## src/rtl/ppa_pkg.sv

```systemverilog
// ppa_pkg: shared definitions for pipelined_prefix_adder.
//   ppa_side_t  - per-stage side-band (valid bit and effective carry-in)
//   ppa_clog2   - ceil(log2(value)), usable in constant expressions
//   ppa_lat     - pipeline latency in cycles for a given WIDTH / REG_EVERY
//   ppa_black   - prefix black cell, returns {g, p}
//   ppa_grey    - prefix grey cell, returns g only
package ppa_pkg;

    typedef struct packed {
        logic valid;
        logic cin;
    } ppa_side_t;

    function automatic int ppa_clog2(input int value);
        int result;
        result = 0;
        for (int i = 0; i < 31; i++) begin
            if ((32'sd1 << i) < value) begin
                result = i + 1;
            end
        end
        return result;
    endfunction

    // One operand register plus one register per group of REG_EVERY levels;
    // the last group's register doubles as the output register.
    function automatic int ppa_lat(input int width, input int reg_every);
        int levels;
        levels = ppa_clog2(width);
        return 1 + (levels + reg_every - 1) / reg_every;
    endfunction

    function automatic logic [1:0] ppa_black(input logic g_hi, input logic p_hi,
                                             input logic g_lo, input logic p_lo);
        return {g_hi | (p_hi & g_lo), p_hi & p_lo};
    endfunction

    function automatic logic ppa_grey(input logic g_hi, input logic p_hi, input logic g_lo);
        return g_hi | (p_hi & g_lo);
    endfunction

endpackage

```

## src/rtl/ppa_prefix_level.sv

```systemverilog
// ppa_prefix_level: one level of a Sklansky parallel-prefix tree (pure comb).
// Parameters: WIDTH (vector width), LEVEL (1-based level number).
// Ports:
//   g_i, p_i : group generate/propagate entering the level
//   g_o, p_o : group generate/propagate leaving the level
// Every bit whose index bit (LEVEL-1) is set absorbs the group ending just
// below its 2^(LEVEL-1)-aligned block; all other bits pass through.
module ppa_prefix_level
    import ppa_pkg::*;
#(
    parameter int WIDTH = 16,
    parameter int LEVEL = 1
) (
    input  logic [WIDTH-1:0] g_i,
    input  logic [WIDTH-1:0] p_i,
    output logic [WIDTH-1:0] g_o,
    output logic [WIDTH-1:0] p_o
);

    localparam int SPAN = 32'sd1 << (LEVEL - 1);

    for (genvar i = 0; i < WIDTH; i++) begin : g_bit
        if (((i / SPAN) % 2) == 1) begin : g_black
            localparam int LO = (i / SPAN) * SPAN - 1;
            assign {g_o[i], p_o[i]} = ppa_black(g_i[i], p_i[i], g_i[LO], p_i[LO]);
        end else begin : g_pass
            assign g_o[i] = g_i[i];
            assign p_o[i] = p_i[i];
        end
    end

endmodule

```

## src/rtl/pipelined_prefix_adder.sv

```systemverilog
// pipelined_prefix_adder: valid/ready pipelined Sklansky adder/subtractor.
// Parameters: WIDTH (8/16/32/64), REG_EVERY (prefix levels per register stage).
// Ports:
//   clk, rst_n          : clock, asynchronous active-low reset
//   in_valid / in_ready : operand handshake (in_ready = out_ready | ~out_valid)
//   a, b, cin, sub      : operands; sub=1 computes a-b and ignores cin
//   out_valid/out_ready : result handshake
//   sum, cout           : registered result; for sub=1 cout=1 means no borrow
//   ovf                 : signed overflow, only when PPA_OVERFLOW_EN is defined
// Optional feature macro: PPA_OVERFLOW_EN.
// All stages share one enable, so a stalled output freezes the whole pipe and
// bubbles travel with the data.
module pipelined_prefix_adder
    import ppa_pkg::*;
#(
    parameter int WIDTH     = 16,
    parameter int REG_EVERY = 2
) (
    input  logic             clk,
    input  logic             rst_n,
    input  logic             in_valid,
    output logic             in_ready,
    input  logic [WIDTH-1:0] a,
    input  logic [WIDTH-1:0] b,
    input  logic             cin,
    input  logic             sub,
    output logic             out_valid,
    input  logic             out_ready,
    output logic [WIDTH-1:0] sum,
    output logic             cout
`ifdef PPA_OVERFLOW_EN
    ,
    output logic             ovf
`endif
);

    localparam int LEVELS = ppa_clog2(WIDTH);
    localparam int NSEG   = ppa_lat(WIDTH, REG_EVERY) - 1;

    logic             en_s;
    logic [WIDTH-1:0] b_eff_s;

    // Stage s holds the tree state entering segment s (stage 0 = operands).
    logic [WIDTH-1:0] seg_g_d    [0:NSEG-1];
    logic [WIDTH-1:0] seg_g_q    [0:NSEG-1];
    logic [WIDTH-1:0] seg_p_d    [0:NSEG-1];
    logic [WIDTH-1:0] seg_p_q    [0:NSEG-1];
    logic [WIDTH-1:0] seg_po_d   [0:NSEG-1];
    logic [WIDTH-1:0] seg_po_q   [0:NSEG-1];
    ppa_side_t        seg_side_d [0:NSEG-1];
    ppa_side_t        seg_side_q [0:NSEG-1];

    logic [WIDTH-1:0] lvl_in_g  [1:LEVELS];
    logic [WIDTH-1:0] lvl_in_p  [1:LEVELS];
    logic [WIDTH-1:0] lvl_out_g [1:LEVELS];
    logic [WIDTH-1:0] lvl_out_p [1:LEVELS];

    logic [WIDTH-1:0] carry_s;
    logic [WIDTH-1:0] unused_top_p_s;
    logic [WIDTH-1:0] sum_d;
    logic [WIDTH-1:0] sum_q;
    logic             cout_d;
    logic             cout_q;
    logic             out_valid_q;

    assign en_s     = out_ready | ~out_valid_q;
    assign in_ready = en_s;

    // Subtraction is a + ~b + 1: invert b and force the carry-in.
    assign b_eff_s               = sub ? ~b : b;
    assign seg_g_d[0]            = a & b_eff_s;
    assign seg_p_d[0]            = a ^ b_eff_s;
    assign seg_po_d[0]           = a ^ b_eff_s;
    assign seg_side_d[0].valid   = in_valid;
    assign seg_side_d[0].cin     = sub | cin;

    for (genvar k = 1; k <= LEVELS; k++) begin : g_level
        if (((k - 1) % REG_EVERY) == 0) begin : g_seg_entry
            if (k == 1) begin : g_cin_fold
                // Carry-in is prefix position -1 (p=0, g=cin) merged into bit 0,
                // so every group below covers the carry-in as well.
                assign lvl_in_g[k] = {seg_g_q[0][WIDTH-1:1],
                                      ppa_grey(seg_g_q[0][0], seg_p_q[0][0], seg_side_q[0].cin)};
                assign lvl_in_p[k] = {seg_p_q[0][WIDTH-1:1], 1'b0};
            end else begin : g_from_reg
                assign lvl_in_g[k] = seg_g_q[(k - 1) / REG_EVERY];
                assign lvl_in_p[k] = seg_p_q[(k - 1) / REG_EVERY];
            end
        end else begin : g_chain
            assign lvl_in_g[k] = lvl_out_g[k - 1];
            assign lvl_in_p[k] = lvl_out_p[k - 1];
        end

        ppa_prefix_level #(
            .WIDTH (WIDTH),
            .LEVEL (k)
        ) u_level (
            .g_i (lvl_in_g[k]),
            .p_i (lvl_in_p[k]),
            .g_o (lvl_out_g[k]),
            .p_o (lvl_out_p[k])
        );
    end

    for (genvar s = 1; s < NSEG; s++) begin : g_seg_reg
        assign seg_g_d[s]    = lvl_out_g[s * REG_EVERY];
        assign seg_p_d[s]    = lvl_out_p[s * REG_EVERY];
        assign seg_po_d[s]   = seg_po_q[s - 1];
        assign seg_side_d[s] = seg_side_q[s - 1];
    end

    // After the last level, carry_s[i] is the carry out of bit i.
    assign carry_s        = lvl_out_g[LEVELS];
    assign unused_top_p_s = lvl_out_p[LEVELS];
    assign sum_d          = seg_po_q[NSEG-1] ^ {carry_s[WIDTH-2:0], seg_side_q[NSEG-1].cin};
    assign cout_d         = carry_s[WIDTH-1];

    // Pipeline stages and output register, all advancing together on en_s.
    always_ff @(posedge clk or negedge rst_n) begin
        if (!rst_n) begin
            for (int s = 0; s < NSEG; s++) begin
                seg_g_q[s]    <= {WIDTH{1'b0}};
                seg_p_q[s]    <= {WIDTH{1'b0}};
                seg_po_q[s]   <= {WIDTH{1'b0}};
                seg_side_q[s] <= '{valid: 1'b0, cin: 1'b0};
            end
            sum_q       <= {WIDTH{1'b0}};
            cout_q      <= 1'b0;
            out_valid_q <= 1'b0;
        end else if (en_s) begin
            for (int s = 0; s < NSEG; s++) begin
                seg_g_q[s]    <= seg_g_d[s];
                seg_p_q[s]    <= seg_p_d[s];
                seg_po_q[s]   <= seg_po_d[s];
                seg_side_q[s] <= seg_side_d[s];
            end
            sum_q       <= sum_d;
            cout_q      <= cout_d;
            out_valid_q <= seg_side_q[NSEG-1].valid;
        end
    end

    assign sum       = sum_q;
    assign cout      = cout_q;
    assign out_valid = out_valid_q;

`ifdef PPA_OVERFLOW_EN
    logic ovf_d;
    logic ovf_q;

    // Signed overflow: carry into the sign bit differs from carry out of it.
    assign ovf_d = carry_s[WIDTH-2] ^ carry_s[WIDTH-1];

    // Overflow flag register, aligned with sum.
    always_ff @(posedge clk or negedge rst_n) begin
        if (!rst_n) begin
            ovf_q <= 1'b0;
        end else if (en_s) begin
            ovf_q <= ovf_d;
        end
    end

    assign ovf = ovf_q;
`endif

endmodule

```

## config.mk

```make
export PLATFORM = sky130hd
export DESIGN_NAME = pipelined_prefix_adder
export DESIGN_NICKNAME = d
export VERILOG_FILES = /design/src/rtl/ppa_pkg.sv /design/src/rtl/ppa_prefix_level.sv /design/src/rtl/pipelined_prefix_adder.sv
export SDC_FILE = /design/constraint.sdc
export NUM_CORES = 1
export LEC_CHECK = 0
export CAP_MARGIN = 25
export CORE_MARGIN = 3
export CORE_UTILIZATION = 55
export DETAILED_ROUTE_END_ITERATION = 12
export GPL_ROUTABILITY_DRIVEN = 1
export PLACE_DENSITY = 0.89
export SLEW_MARGIN = 10
export SYNTH_ARGS = -nofsm -noshare
export SYNTH_HDL_FRONTEND = slang
export SYNTH_SLANG_ARGS = --single-unit
```

## constraint.sdc

```tcl
create_clock -name clk -period 2.71 [get_ports clk]
set_clock_uncertainty 0.2 [all_clocks]
set_input_delay 0.542 -clock clk [delete_from_list [all_inputs] [get_ports clk]]
set_output_delay 0.542 -clock clk [all_outputs]
set_load 0.005 [all_outputs]
```

==> results.toml <==
[synth]
synthTopCellsByArea = "dfrtp_1 (56%), nand2_1 (17%), xor2_1 (5.2%), ha_1 (5.0%), o21ai_0 (2.4%)"
syn_area_per_cell_um2 = 9.42
synthCells = 447
synth.distinct_cells = 22
yosysWarnings = 0
syn_area_um2 = 4210
syn_nets = 502
yosys.area.top_type = "dfrtp_1"
yosysSeqAreaShare_pct = 56.4
synth_top_area_share_pct = 56.4
synth_seq_cells = 95

[timing]
tns_ns = 0
fin_ws_ns = 0.306
rsz0062_at_grt = "no"
finalCritPeriodShare_pct = 88.7
finalCriticalPeriod_ns = 2.40
tightest_slew_ns = 0.919
slew_violations = 0
slew_headroom_pct = 38.7
setup_viol = 0
hold_viol_final = 0
max_freq_mhz = 416

[global_route]
grt.busiest_layer = "met2"
use_met1_pct = 26.0
antenna_found_initial = 0
grt_pass1_wl_um = 13300
met3_usage_pct = 2.98
grt_use_met2_pct = 31.7
grt_max_degree = 104
grt_pass1_vias = 2987
grt_usage_pct = 19.2
overflow = 0

[floorplanning]
core.rowCount = 31
io-pin-count = 57
coreArea_um2 = 7330
dieArea_um2 = 8750
die_h_um = 93.5
start_util_pct = 57.5
fp.dieW_um = 93.5

[finish]
drive_gt1_share_pct = 5.96
regArea_um2 = 2380
stdcell_count = 602
fill_cells = 544
syn_to_final_growth_pct = 19.1
layout.nets = 553
antenna_cells = 0
multi_input_area_um2 = 1690
final_cell_area_um2 = 5020
post-route-util_pct = 68.5

[setup_path]
critPathKind = "primary input to output pin"
cp_cell_sequence = "clkdlybuf4s50_1, nor2b_4, inv_4, clkdlybuf4s50_1"
path_max_fanout = 2
startpoint_type = "primary input"
cpMostUsedCell = "clkdlybuf4s50_1"
critPathSlowestCell = "clkdlybuf4s50_1"
arrival_ns = 1.66
end_kind = "output pin"
cp_top_family = "buffers and inverters"
required_ns = 1.97
cpPeakStageDelay_ns = 0.51
path_buf_inv = 3

[routing]
viasPerCell = 5.06
drtIter0Drc = 218
ant_nets = 0
drcViolationCount = 0
first_pass_iters = 6
routed_wl_um = 7770
wire_per_inst_um = 12.9
via_count = 3046

[placement]
placed_cells_incl_taps = 585
gp_congestion = 0.777
pre_cts_slack_ns = 0.118
placed_cell_area_um2 = 4810
io_buffer_count = 56
hpwl_um = 5310

[clocking]
clk_latency_ns = 0.35
cts_tree = "done"
htree_levels = 3
cts.repair.resized = 0
clk_pin_slew_worst_paths_ns = 0.09
root_buffer = "clkbuf_8"
clock-sinks = 95
clk_path_buf_depth = 2
cts_buffers = 9

[power]
power_density_nw_per_um2 = 918
leakagePower_nw = 2.55
peakVddDrop_mv = 0.283

[min_path]
min_path_type = "flop to flop"

[status]
outcome = "finished, final reports clean"

[job]
max-cap-violations = 0
==> cells in the final DEF (no fill, tap or decap) <==
cell / Yosys / routed
nand2b_1: 1 / 1
nor2_1: 20 / 20
o22ai_1: 1 / 1
ha_1: 17 / 17
o21ai_0: 20 / 20
nor2b_4: 0 / 1
clkdlybuf4s50_1: 0 / 55
buf_12: 0 / 1
a31oi_1: 3 / 3
nand3_1: 6 / 6
dlygate4sd3_1: 0 / 1
a21o_2: 1 / 1
nand2_1: 194 / 194
a21o_1: 12 / 12
mux2_2: 4 / 4
clkbuf_8: 0 / 13
xnor2_1: 6 / 6
dfrtp_1: 95 / 95
buf_4: 8 / 6
a21oi_1: 15 / 15
inv_4: 1 / 1
xor2_1: 25 / 25
clkinv_2: 0 / 3
o21ai_1: 2 / 2
==> logic make-up after synthesis <==
kind of cell | synth area share (%)
multiplexers | 1.07
buffers and inverters | 3.59
adder cells (fa/ha/maj) | 5.05
AO/OA/AOI/OAI | 7.34
XOR/XNOR | 6.44
AND/OR/NAND/NOR | 20.1
flip-flops | 56.4
==> metal layers <==
layer  wire [µm]  part of all wire, %  vias to the layer above
met5           0                    0                        -
met4         108                  1.4                        0
met3         378                  4.9                       11
met2        3770                   49                       72
met1        3510                   45                     1439
li1            -                    -                     1524
==> area by class of cell <==
| type | count | share of cell area, % |
|---|---|---|
| flip-flops and latches | 95 | 47.4 |
| multi-input cells | 328 | 33.7 |
| repair buffers | 63 | 12.5 |
| clock buffers | 13 | 3.57 |
| well taps | 99 | 2.47 |
| clock inverters | 3 | 0.299 |
| inverters | 1 | 0.125 |
==> synthesized netlist by cell type <==
cell type and count:
o21ai_1 2, a21o_1 12, nor2_1 20, buf_6 2
a21oi_1 15, buf_4 8, a31oi_1 3, inv_4 1
nand2_1 194, xnor2_1 6, nand3_1 6, clkbuf_1 2
buf_2 11, nor2b_1 1, mux2_2 4, o22ai_1 1
ha_1 17, dfrtp_1 95, a21o_2 1, o21ai_0 20
xor2_1 25, nand2b_1 1
==> flip-flops by register name, indices dropped and copies added, names as in the netlist <==
name / flops
sum: 16
cout: 1
seg_side_q: 2
seg_g_q: 1
seg_po_q: 16
out_valid: 1
seg_po_d: 16
seg_side_d: 2
lvl_in_p: 9
lvl_in_g: 31
==> final timing paths <==
| check | slack (ns) | to | depth (start not counted) | start |
|---|---|---|---|---|
| max in group asynchronous | 1.11 | lvl_in_g[23] | 3 | rst_n |
| hold reg to reg | 0.28 | lvl_in_g[58] | 2 | lvl_in_g[58] |
| hold / removal | 0.28 | lvl_in_g[58] | 2 | lvl_in_g[58] |
| setup / recovery | 0.31 | in_ready | 4 | out_ready |
| min in group asynchronous | 0.48 | seg_po_q[13] | 2 | rst_n |
| setup reg to reg | 0.77 | sum[10] | 3 | out_valid |
==> tightest hold or removal path, cell delays in order, from the launching register on <==
cell	delay, ns
dfrtp_1	0.35
nand2_1	0.05
nand2_1	0.05
==> where the power goes <==
| part | total [mW] | switching (mW) | internal, mW |
|---|---|---|---|
| registers | 2.27 | 0.358 | 1.91 |
| clock network | 0.885 | 0.456 | 0.430 |
| logic | 1.45 | 0.720 | 0.728 |
==> metrics by stage <==
stage                     total power [mW]  hold slack, ns
final                                 4.61           0.276
after global routing                  4.93           0.305
after CTS                             4.63           0.280
after detailed placement              3.75           0.257
after global placement                3.65           0.244
after floorplan                       3.16          0.0464
==> repair_timing <==
item                                   in CTS  in global routing
endpoints found under the hold margin      37                  0
setup buffers                               0                  0
hold buffers                                1                  0
(Power assumes the default switching activity.)
